==> src/rtl/regfile_arbiter_if.sv <==
// regfile_arbiter_if: requester-side and regfile-side signal bundle for
// regfile_arbiter. The arbiter connects through the slave modport; the
// requesters and the regfile see the master modport.
interface regfile_arbiter_if #(
  parameter int ADDR_W = 4,
  parameter int DATA_W = 14
);
  logic              wa_req;
  logic [ADDR_W-1:0] wa_addr;
  logic [DATA_W-1:0] wa_data;
  logic              wa_gnt;
  logic              wb_req;
  logic [ADDR_W-1:0] wb_addr;
  logic [1:0]        wb_state;
  logic              wb_gnt;
  logic              sweep_start;
  logic              sweep_busy;
  logic              sweep_valid;
  logic [ADDR_W-1:0] sweep_addr;
  logic              sweep_done;
  logic              rd_req;
  logic [ADDR_W-1:0] rd_addr;
  logic              rd_gnt;
  logic              rd_valid;
  logic [1:0]        regfile_w_enable;
  logic [ADDR_W-1:0] regfile_w_address;
  logic [DATA_W-1:0] regfile_w_data;
  logic [ADDR_W-1:0] regfile_r_address;

  modport slave (
    input  wa_req, wa_addr, wa_data, wb_req, wb_addr, wb_state,
           sweep_start, rd_req, rd_addr,
    output wa_gnt, wb_gnt, sweep_busy, sweep_valid, sweep_addr, sweep_done,
           rd_gnt, rd_valid, regfile_w_enable, regfile_w_address,
           regfile_w_data, regfile_r_address
  );

  modport master (
    output wa_req, wa_addr, wa_data, wb_req, wb_addr, wb_state,
           sweep_start, rd_req, rd_addr,
    input  wa_gnt, wb_gnt, sweep_busy, sweep_valid, sweep_addr, sweep_done,
           rd_gnt, rd_valid, regfile_w_enable, regfile_w_address,
           regfile_w_data, regfile_r_address
  );
endinterface

==> src/rtl/regfile_arbiter.sv <==
// regfile_arbiter: owns both card regfile ports. The write port is shared by
// compute_colors (A, full word) and state_machine (B, state field only); the
// read port is shared by the draw_cards sweep and single card_press_checker
// probes. Every regfile-side output is a flop.
//
// Build option: define RR_WRITE_ARB_EN to arbitrate simultaneous A/B writes
// round-robin instead of fixed A-over-B priority.
//
// Read FSM states:
//   state  | meaning
//   IDLE   | no read in flight; accepts sweep_start (first) or rd_req
//   SWEEP  | stepping regfile_r_address 0..NUM_CARDS-1, one per cycle
//   DRAIN  | last address issued; waiting for its data and sweep_done
//   SINGLE | one probe address issued; counting down to rd_valid
module regfile_arbiter #(
  parameter int NUM_CARDS = 16,
  parameter int ADDR_W    = 4,
  parameter int DATA_W    = 14,
  parameter int READ_LAT  = 1
) (
  input logic             clk,
  input logic             rst,
  regfile_arbiter_if.slave bus
);

  typedef enum logic [1:0] {IDLE, SWEEP, SINGLE, DRAIN} state_t;

  localparam logic [ADDR_W-1:0] LAST_ADDR = ADDR_W'(NUM_CARDS - 1);
  localparam logic [1:0]        LAT_LOAD  = 2'(READ_LAT - 1);

  // write path
  logic              wa_gnt;
  logic              wb_gnt;
  logic [1:0]        w_enable;
  logic [ADDR_W-1:0] w_address;
  logic [DATA_W-1:0] w_data;
  logic              a_elig;
  logic              b_elig;
  logic              grant_a;
  logic              grant_b;

  // read path
  state_t            state;
  logic [ADDR_W-1:0] r_address;
  logic              sweep_busy;
  logic              s_issue;
  logic              s_last;
  logic              rd_gnt;
  logic              rd_valid;
  logic [1:0]        lat_cnt;
  logic              vpipe [READ_LAT];
  logic              lpipe [READ_LAT];
  logic [ADDR_W-1:0] apipe [READ_LAT];
  logic              sweep_done;

  // A requester granted this cycle sits out the next edge, so a level
  // request that is dropped one cycle late never produces a duplicate write.
  assign a_elig = bus.wa_req & ~wa_gnt;
  assign b_elig = bus.wb_req & ~wb_gnt;

`ifdef RR_WRITE_ARB_EN
  logic prio_b;

  // Pick the writer; on a tie the one not granted most recently wins.
  always_comb begin
    grant_a = 1'b0;
    grant_b = 1'b0;
    if (a_elig && b_elig) begin
      grant_a = ~prio_b;
      grant_b = prio_b;
    end else begin
      grant_a = a_elig;
      grant_b = b_elig;
    end
  end

  // Round-robin pointer: moves only when a write is actually issued.
  always_ff @(posedge clk or negedge rst) begin
    if (!rst) begin
      prio_b <= 1'b0;
    end else if (grant_a) begin
      prio_b <= 1'b1;
    end else if (grant_b) begin
      prio_b <= 1'b0;
    end
  end
`else
  // Pick the writer; A always wins a tie.
  always_comb begin
    grant_a = 1'b0;
    grant_b = 1'b0;
    grant_a = a_elig;
    grant_b = b_elig & ~a_elig;
  end
`endif

  // Register the write strobe, address, data and the matching grant pulse.
  always_ff @(posedge clk or negedge rst) begin
    if (!rst) begin
      w_enable  <= 2'b00;
      w_address <= '0;
      w_data    <= '0;
      wa_gnt    <= 1'b0;
      wb_gnt    <= 1'b0;
    end else begin
      w_enable <= 2'b00;
      wa_gnt   <= 1'b0;
      wb_gnt   <= 1'b0;
      if (grant_a) begin
        w_enable  <= 2'b01;
        w_address <= bus.wa_addr;
        w_data    <= bus.wa_data;
        wa_gnt    <= 1'b1;
      end else if (grant_b) begin
        w_enable  <= 2'b10;
        w_address <= bus.wb_addr;
        w_data    <= {{(DATA_W-2){1'b0}}, bus.wb_state};
        wb_gnt    <= 1'b1;
      end
    end
  end

  // Read FSM: drives the read address and the sweep/probe handshakes.
  always_ff @(posedge clk or negedge rst) begin
    if (!rst) begin
      state      <= IDLE;
      r_address  <= '0;
      sweep_busy <= 1'b0;
      s_issue    <= 1'b0;
      s_last     <= 1'b0;
      rd_gnt     <= 1'b0;
      rd_valid   <= 1'b0;
      lat_cnt    <= 2'd0;
    end else begin
      rd_gnt   <= 1'b0;
      rd_valid <= 1'b0;
      case (state)
        IDLE: begin
          s_issue <= 1'b0;
          s_last  <= 1'b0;
          if (bus.sweep_start) begin
            r_address  <= '0;
            sweep_busy <= 1'b1;
            s_issue    <= 1'b1;
            if (LAST_ADDR == '0) begin
              s_last <= 1'b1;
              state  <= DRAIN;
            end else begin
              state <= SWEEP;
            end
          end else if (bus.rd_req) begin
            r_address <= bus.rd_addr;
            rd_gnt    <= 1'b1;
            lat_cnt   <= LAT_LOAD;
            state     <= SINGLE;
          end
        end
        SWEEP: begin
          s_issue <= 1'b1;
          if (r_address != LAST_ADDR) begin
            r_address <= r_address + 1'b1;
          end
          if (r_address >= LAST_ADDR - 1'b1) begin
            s_last <= 1'b1;
            state  <= DRAIN;
          end
        end
        DRAIN: begin
          s_issue <= 1'b0;
          s_last  <= 1'b0;
          if (sweep_done) begin
            sweep_busy <= 1'b0;
            state      <= IDLE;
          end
        end
        SINGLE: begin
          if (lat_cnt == 2'd0) begin
            rd_valid <= 1'b1;
            state    <= IDLE;
          end else begin
            lat_cnt <= lat_cnt - 2'd1;
          end
        end
        default: state <= IDLE;
      endcase
    end
  end

  // Delay the issued sweep address by the regfile read latency so the
  // valid/addr/done flags line up with regfile_r_data.
  always_ff @(posedge clk or negedge rst) begin
    if (!rst) begin
      for (int i = 0; i < READ_LAT; i++) begin
        vpipe[i] <= 1'b0;
        lpipe[i] <= 1'b0;
        apipe[i] <= '0;
      end
    end else begin
      vpipe[0] <= s_issue;
      lpipe[0] <= s_last;
      apipe[0] <= r_address;
      for (int i = 1; i < READ_LAT; i++) begin
        vpipe[i] <= vpipe[i-1];
        lpipe[i] <= lpipe[i-1];
        apipe[i] <= apipe[i-1];
      end
    end
  end

  assign sweep_done = lpipe[READ_LAT-1];

  assign bus.wa_gnt            = wa_gnt;
  assign bus.wb_gnt            = wb_gnt;
  assign bus.regfile_w_enable  = w_enable;
  assign bus.regfile_w_address = w_address;
  assign bus.regfile_w_data    = w_data;
  assign bus.regfile_r_address = r_address;
  assign bus.sweep_busy        = sweep_busy;
  assign bus.sweep_valid       = vpipe[READ_LAT-1];
  assign bus.sweep_addr        = apipe[READ_LAT-1];
  assign bus.sweep_done        = sweep_done;
  assign bus.rd_gnt            = rd_gnt;
  assign bus.rd_valid          = rd_valid;

endmodule

==> src/flat_wrapper.sv <==
// flat-port wrapper written by rule: the top's interface ports become plain ports
module regfile_arbiter_flat 
#(
  parameter int NUM_CARDS = 16,
  parameter int ADDR_W    = 4,
  parameter int DATA_W    = 14,
  parameter int READ_LAT  = 1
)
  (clk, rst, bus_wa_req, bus_wa_addr, bus_wa_data, bus_wb_req, bus_wb_addr, bus_wb_state, bus_sweep_start, bus_rd_req, bus_rd_addr, bus_wa_gnt, bus_wb_gnt, bus_sweep_busy, bus_sweep_valid, bus_sweep_addr, bus_sweep_done, bus_rd_gnt, bus_rd_valid, bus_regfile_w_enable, bus_regfile_w_address, bus_regfile_w_data, bus_regfile_r_address);
  regfile_arbiter_if #(.ADDR_W(ADDR_W), .DATA_W(DATA_W)) bus_i ();
  input logic clk;
  input logic rst;
  input wire logic [$bits(bus_i.wa_req)-1:0] bus_wa_req;
  input wire logic [$bits(bus_i.wa_addr)-1:0] bus_wa_addr;
  input wire logic [$bits(bus_i.wa_data)-1:0] bus_wa_data;
  input wire logic [$bits(bus_i.wb_req)-1:0] bus_wb_req;
  input wire logic [$bits(bus_i.wb_addr)-1:0] bus_wb_addr;
  input wire logic [$bits(bus_i.wb_state)-1:0] bus_wb_state;
  input wire logic [$bits(bus_i.sweep_start)-1:0] bus_sweep_start;
  input wire logic [$bits(bus_i.rd_req)-1:0] bus_rd_req;
  input wire logic [$bits(bus_i.rd_addr)-1:0] bus_rd_addr;
  output wire logic [$bits(bus_i.wa_gnt)-1:0] bus_wa_gnt;
  output wire logic [$bits(bus_i.wb_gnt)-1:0] bus_wb_gnt;
  output wire logic [$bits(bus_i.sweep_busy)-1:0] bus_sweep_busy;
  output wire logic [$bits(bus_i.sweep_valid)-1:0] bus_sweep_valid;
  output wire logic [$bits(bus_i.sweep_addr)-1:0] bus_sweep_addr;
  output wire logic [$bits(bus_i.sweep_done)-1:0] bus_sweep_done;
  output wire logic [$bits(bus_i.rd_gnt)-1:0] bus_rd_gnt;
  output wire logic [$bits(bus_i.rd_valid)-1:0] bus_rd_valid;
  output wire logic [$bits(bus_i.regfile_w_enable)-1:0] bus_regfile_w_enable;
  output wire logic [$bits(bus_i.regfile_w_address)-1:0] bus_regfile_w_address;
  output wire logic [$bits(bus_i.regfile_w_data)-1:0] bus_regfile_w_data;
  output wire logic [$bits(bus_i.regfile_r_address)-1:0] bus_regfile_r_address;
  assign bus_i.wa_req = bus_wa_req;
  assign bus_i.wa_addr = bus_wa_addr;
  assign bus_i.wa_data = bus_wa_data;
  assign bus_i.wb_req = bus_wb_req;
  assign bus_i.wb_addr = bus_wb_addr;
  assign bus_i.wb_state = bus_wb_state;
  assign bus_i.sweep_start = bus_sweep_start;
  assign bus_i.rd_req = bus_rd_req;
  assign bus_i.rd_addr = bus_rd_addr;
  assign bus_wa_gnt = bus_i.wa_gnt;
  assign bus_wb_gnt = bus_i.wb_gnt;
  assign bus_sweep_busy = bus_i.sweep_busy;
  assign bus_sweep_valid = bus_i.sweep_valid;
  assign bus_sweep_addr = bus_i.sweep_addr;
  assign bus_sweep_done = bus_i.sweep_done;
  assign bus_rd_gnt = bus_i.rd_gnt;
  assign bus_rd_valid = bus_i.rd_valid;
  assign bus_regfile_w_enable = bus_i.regfile_w_enable;
  assign bus_regfile_w_address = bus_i.regfile_w_address;
  assign bus_regfile_w_data = bus_i.regfile_w_data;
  assign bus_regfile_r_address = bus_i.regfile_r_address;
  regfile_arbiter #(.NUM_CARDS(NUM_CARDS), .ADDR_W(ADDR_W), .DATA_W(DATA_W), .READ_LAT(READ_LAT)) u_core (.clk(clk), .rst(rst), .bus(bus_i));
endmodule
==> config.mk <==
export PLATFORM = sky130hd
export DESIGN_NAME = regfile_arbiter_flat
export DESIGN_NICKNAME = d
export VERILOG_FILES = /design/src/rtl/regfile_arbiter_if.sv /design/src/rtl/regfile_arbiter.sv /design/src/flat_wrapper.sv
export SDC_FILE = /design/constraint.sdc
export NUM_CORES = 1
export LEC_CHECK = 0
export BUFFER_PORTS_ARGS = -buffer_cell sky130_fd_sc_hd__clkbuf_2
export CORE_MARGIN = 8
export CORE_UTILIZATION = 48
export DETAILED_ROUTE_END_ITERATION = 8
export MAX_ROUTING_LAYER = met4
export PLACE_DENSITY = 0.82
export SLEW_MARGIN = 20
export SYNTH_ARGS = -nofsm -noshare
export SYNTH_HDL_FRONTEND = slang
export SYNTH_SLANG_ARGS = --single-unit
==> constraint.sdc <==
create_clock -name clk -period 2 [get_ports clk]
set_input_delay 0.1 -clock clk [delete_from_list [all_inputs] [get_ports clk]]
set_output_delay 0.1 -clock clk [all_outputs]
set_load 0.005 [all_outputs]
# Word level (Yosys, flattened, before mapping)
# Cells that the tools add are included.
word_totals:
  out_inout_bits: 35
  wordCells: 87
  inputBits: 34
  register_bits: 41
op_classes:
  n_addsub: 2
  eq_ne: 13
  mux: 35
  magnitude_cmp: 1
  bitwise_logic: 6
  reduce_logical: 14
op_table:
  columns: ["operator", "count"]
  rows:
  - ["14-bit two-way mux", 2]
  - ["2-bit two-way mux", 10]
  - ["4-bit two-way mux", 5]
  - ["1-bit two-way mux", 12]
  - ["2-bit nonzero test", 5]
  - ["2-bit by 1-bit inequality test with 1-bit output, second input constant", 4]
  - ["2-bit inequality test, second input constant", 4]
  - ["2-bit one-hot mux with 4 select lines", 1]
  - ["4-bit one-hot mux with 2 select lines", 1]
  - ["4-bit AND reduction", 2]
  - ["3-bit AND reduction", 2]
  - ["4-bit by 1-bit adder with 4-bit output, second input constant", 1]
  - ["2-bit == test, second input constant", 2]
  - ["4-bit greater-or-equal comparator, second input constant", 1]
  - ["2-bit logical NOT", 2]
  - ["4-bit inequality test, second input constant", 1]
  - ["1-bit one-hot mux with 2 select lines", 2]
  - ["2-bit one-hot mux with 2 select lines", 1]
  - ["1-bit AND", 3]
  - ["3-bit inequality test, second input constant", 1]
  - ["1-bit NOT", 3]
  - ["1-bit one-hot mux with 3 select lines", 1]
  - ["3-bit nonzero test", 1]
  - ["2-bit by 1-bit == test with 1-bit output, second input constant", 1]
  - ["other kinds (3)", 3]

# Logic depth before layout (Yosys ltp)
depth:
  word_depth: 6
  ltp_mapped: 7
  mapped_depth_nobuf: 6

# Worst setup path before layout
# OpenSTA, ideal clock, no wires.
synth_timing:
  kind: "reg2reg"
  from: "reg u_core.state[0]"
  to: "reg u_core.state[0]"
  n_path_buf: 0
  slack_ns: 0.268
  period_less_slack_ns: 1.732
  setup_ns: 0.125
  path_stages_with_launch: 7
  arrival_ns: 1.607
  required_time_ns: 1.875
  cell_sequence: "dfrtp_1 > inv_1 > ha_1 > nand2b_4 > nor2_2 > a2111oi_4 > mux2_2"
synth_via:
  elab_chain_cells: 3
  word_cells_on_any_way: 10
  cone_classes: "eq/ne (7); mux (1); reduce/logical (2)"
synth_lines:
  columns: ["element", "line", "text"]
  rows:
  - ["from (decl)", "regfile_arbiter.sv:43", "state_t state;"]
  - ["from (signal assigned)", "regfile_arbiter.sv:126", "state <= IDLE;"]
  - ["from (signal assigned)", "regfile_arbiter.sv:147", "state <= DRAIN;"]
  - ["from (signal assigned)", "regfile_arbiter.sv:149", "state <= SWEEP;"]
  - ["2-bit == test, or another cell as far along", "regfile_arbiter.sv:137", "case (state)"]
  - ["2-bit by 1-bit inequality test with 1-bit output (no source line) / 3-bit inequality test (equally long branches)", null, null]
  - ["4-bit AND reduction (no source line)", null, null]
# Parallel ways exist; a longest one is shown, timed or not.
# A chain may end at the register's enable or synchronous reset.

# Final worst setup path
layout_timing:
  from: "reg u_core.state[0]"
  to: "reg u_core.r_address[3], in the netlist u_core.bus.regfile_r_address[3]"
layout_via:
  elab_chain_cells: 3
  word_cells_on_any_way: 7
  cone_classes: "eq/ne (3); mux (1); reduce/logical (3)"
layout_lines:
  columns: ["element", "line", "text"]
  rows:
  - ["2-bit by 1-bit == test with 1-bit output / 2-bit logical NOT (equally long branches)", "regfile_arbiter.sv:137", null]
  - ["2-bit by 1-bit inequality test with 1-bit output (no source line), or another cell as far along", null, null]
  - ["3-bit AND reduction (no source line)", null, null]
  - ["to (signal assigned)", "regfile_arbiter.sv:152", "r_address <= bus.rd_addr;"]
  - ["to (signal assigned)", "regfile_arbiter.sv:161", "r_address <= r_address + 1'b1;"]
  - ["to (decl)", "regfile_arbiter.sv:44", "logic [ADDR_W-1:0] r_address;"]
# Parallel ways exist; a longest one is shown, timed or not.

==> flow_summary.ini <==
[route]
vias_per_cell = 5.03
wl_per_cell_um = 14.5
drc_errors = 0
first_pass_iters = 4
totalWireLength_mm = 4.06
final_antenna_net_count = 0
via_count = 1413
drtIter0Drc = 62

[sta]
fin_crit_sh_pct = 88.2
hold_viol_final = 0
rsz0062_at_grt = false
relSlewSlack_pct = 45.6
setup_viol_count_final = 0
worst_hold_slack_ps = 49.9
fmax_ghz = 0.567
fin_worst_skew_ps = 5.89
finalCriticalPeriod_ps = 1760
setup_ws_ps = 235
finalSetupTns_ps = 0
finalMaxSlewViolations = 0
worst_pin_slew_ps = 817

[global_routing]
grt.overflow.total = 0
grt_first_pass_wirelength_mm = 6.84
antenna_found_initial = 0
grt_max_degree = 40
grt_usage_pct = 14.7
grt_pass1_vias = 1437

[layout]
diodes = 0
fin_area_um2 = 2360
fillerInstances = 249
area_growth_pct = 36.5
drive_above_1_share_pct = 38.6
nets = 274
finish.utilization_pct = 66.6

[pwr]
p_sw_share_pct = 21.8
max-vdd-ir-drop_uv = 448
p_leak_nw = 1.22
pwr-share-seq_pct = 50.3
power_frac_clock_pct = 37.4
p_int_mw = 1.33
power.density_nw_per_um2 = 722
net-switching-power_mw = 0.372
combPwrFrac_pct = 12.3

[placement]
placed_area_um2 = 2120
dp_hpwl_mm = 2.90
dpl_worst_slack_ps = 247
gp_congestion = 0.841
port_buffers = 68

[yosys]
synth_nets = 188
synth.yosys.seq_area_share_pct = 56.4
synth_edf_count = 0
synth-seq-cells = 39
synth_area_um2 = 1730
yosys-top-cells-area = dfrtp_1 56%, a22o_1 6.1%, ha_1 5.8%
synth-main-ff-cell = dfrtp_1
ys_types = 31
async_flop_share_pct = 100
yosysTopAreaCell = dfrtp_1
postSynthAreaPerCell_um2 = 11.9
yosysTopAreaCellShare_pct = 56.4
postSynthCellCount = 146
synth_warnings = 0

[clocking]
root_buffer = clkbuf_4
cts_buffer_depth = 2
cts_tree = yes
cts_buffers = 5
cts_max_level = 2
cts-resized-gates = 0
cts.sinks = 39
worstSkewPairLatency_ps = 340
clk_pin_slew_ps = 110

[worst_hold_path]
hold_class = in2reg

[die]
die_area_um2 = 5790
rows = 22
dieWidth_um = 76.1
ioPinCount = 69
coreArea_um2 = 3550
die_h_um = 76.1
start_util_pct = 48.8

[setup_path]
crit_arrival_ps = 2010
crit_family = compound AO/OA/AOI/OAI gates
path_buf_inv = 2
cp_slowest_cell = dfrtp_1
crit_path_end_kind = register
cp-start-kind = register
crit_required_ps = 2240
critPathMaxStageDelay_ps = 430
worstPathMaxFanout = 8
worstPathCellList = inv_1 -> ha_1 -> buf_4 -> o221ai_2 -> o21ai_0 -> a211o_1
crit_type = reg2reg

[run_status]
status = finished clean

[job]
drv_cap = 0
-- per-stage QoR --
| stage | power (mW) | std cells |
|---|---|---|
| final | 1.71 | 281 |
| after global routing | 1.78 | 281 |
| after CTS | 1.73 | 281 |
| after detailed placement | 1.06 | 259 |
| after global placement | 1.06 | 259 |
| after floorplan | 0.947 | 146 |
-- cell usage in the layout, fill, tap and decap left out, types with 2 or more instances in the layout --
master and count:
mux2_2 3, dfrtp_1 39, ha_1 8, a21oi_1 4, inv_1 7, nand3_1 2, o21ai_0 17, nor2b_1 2
clkbuf_4 5, dlygate4sd3_1 14, a22o_1 12, nand2_1 19, buf_4 4, mux2i_1 7, nor2_1 3, clkbuf_2 68
bufinv_16 2
-- per-layer routing --
layer / vias up / global-route usage (%) / part of all wire, %
li1: 688 / - / -
met1: 662 / 17.0 / 44
met4: 0 / 6.92 / 1.5
met5: - / - / 0
met2: 55 / 21.9 / 45
met3: 8 / 5.54 / 8.9
-- synthesized netlist by cell type (2+ instances only) --
| library cell | n |
|---|---|
| nor2b_1 | 2 |
| buf_2 | 2 |
| nor2_1 | 3 |
| mux2i_1 | 7 |
| buf_4 | 3 |
| ha_1 | 8 |
| dfrtp_1 | 39 |
| a22o_1 | 12 |
| mux2_2 | 3 |
| o21ai_0 | 17 |
| nand3_1 | 2 |
| clkbuf_1 | 2 |
| a21oi_1 | 4 |
| nand2_1 | 19 |
| inv_1 | 7 |
-- layout make-up --
class,instances,area (µm²),area share (%)
inverters,7,26.3,1.11
multi-input cells,93,689,29.2
clock buffers,6,41.3,1.75
repair buffers,86,510,21.6
flip-flops and latches,39,976,41.3
clock inverters,2,60.1,2.54
well taps,48,60.1,2.54
-- registers in the layout (all words and copies together), names as in the netlist --
name,count
u_core.bus.rd_valid,1
u_core.bus.sweep_valid,1
u_core.bus.regfile_w_data,14
u_core.bus.sweep_busy,1
u_core.bus.rd_gnt,1
u_core.bus.regfile_r_address,4
u_core.bus.regfile_w_address,4
u_core.bus.sweep_done,1
u_core.bus.regfile_w_enable,2
u_core.bus.sweep_addr,4
u_core.lat_cnt,2
u_core.state,2
u_core.s_issue,1
u_core.s_last,1
-- logic make-up (layout without fill, tap and decap cells) --
kind of cell    after synthesis  in the layout  synth area share [%]
compound gates               39             39                  17.3
fa+ha+maj                     8              8                  5.78
buf+inv                      14            101                  3.83
flops                        39             39                  56.4
mux                          10             10                  6.00
simple gates                 36             36                  10.8
-- power groups by stage --
stage / clock, mW / combinational [mW] / sequential, mW
after floorplan: 0 / 0.0706 / 0.876
after CTS: 0.656 / 0.212 / 0.857
final: 0.637 / 0.210 / 0.858
after global placement: 0 / 0.188 / 0.870
after detailed placement: 0 / 0.189 / 0.873
after global routing: 0.678 / 0.235 / 0.864
-- worst reg2reg max path, stage by stage (launching register included) --
cell,delay (ps)
dfrtp_1,430
inv_1,110
ha_1,250
buf_4,170
o221ai_2,320
o21ai_0,160
a211o_1,230
-- timing repair --
item	in CTS	in global routing
hold buffers	14	0
endpoints found under the hold margin	52	0
buffers inserted	0	0
-- path summary, 6_finish.rpt --
| kind | from | end | slack, ps | cells after the start |
|---|---|---|---|---|
| min in group asynchronous | rst | u_core.bus.regfile_r_address[1] | 320 | 3 |
| hold / removal | bus_rd_addr[2] | u_core.bus.regfile_r_address[2] | 50 | 3 |
| setup reg to reg | u_core.state[0] | u_core.bus.regfile_r_address[3] | 240 | 6 |
| setup / recovery | u_core.state[0] | u_core.bus.regfile_r_address[3] | 240 | 6 |
| hold reg to reg | u_core.s_issue | u_core.bus.sweep_valid | 390 | 0 |
| max in group asynchronous | rst | u_core.bus.regfile_w_data[12] | 1350 | 3 |
Note: power is estimated with default switching activity, not from simulation.
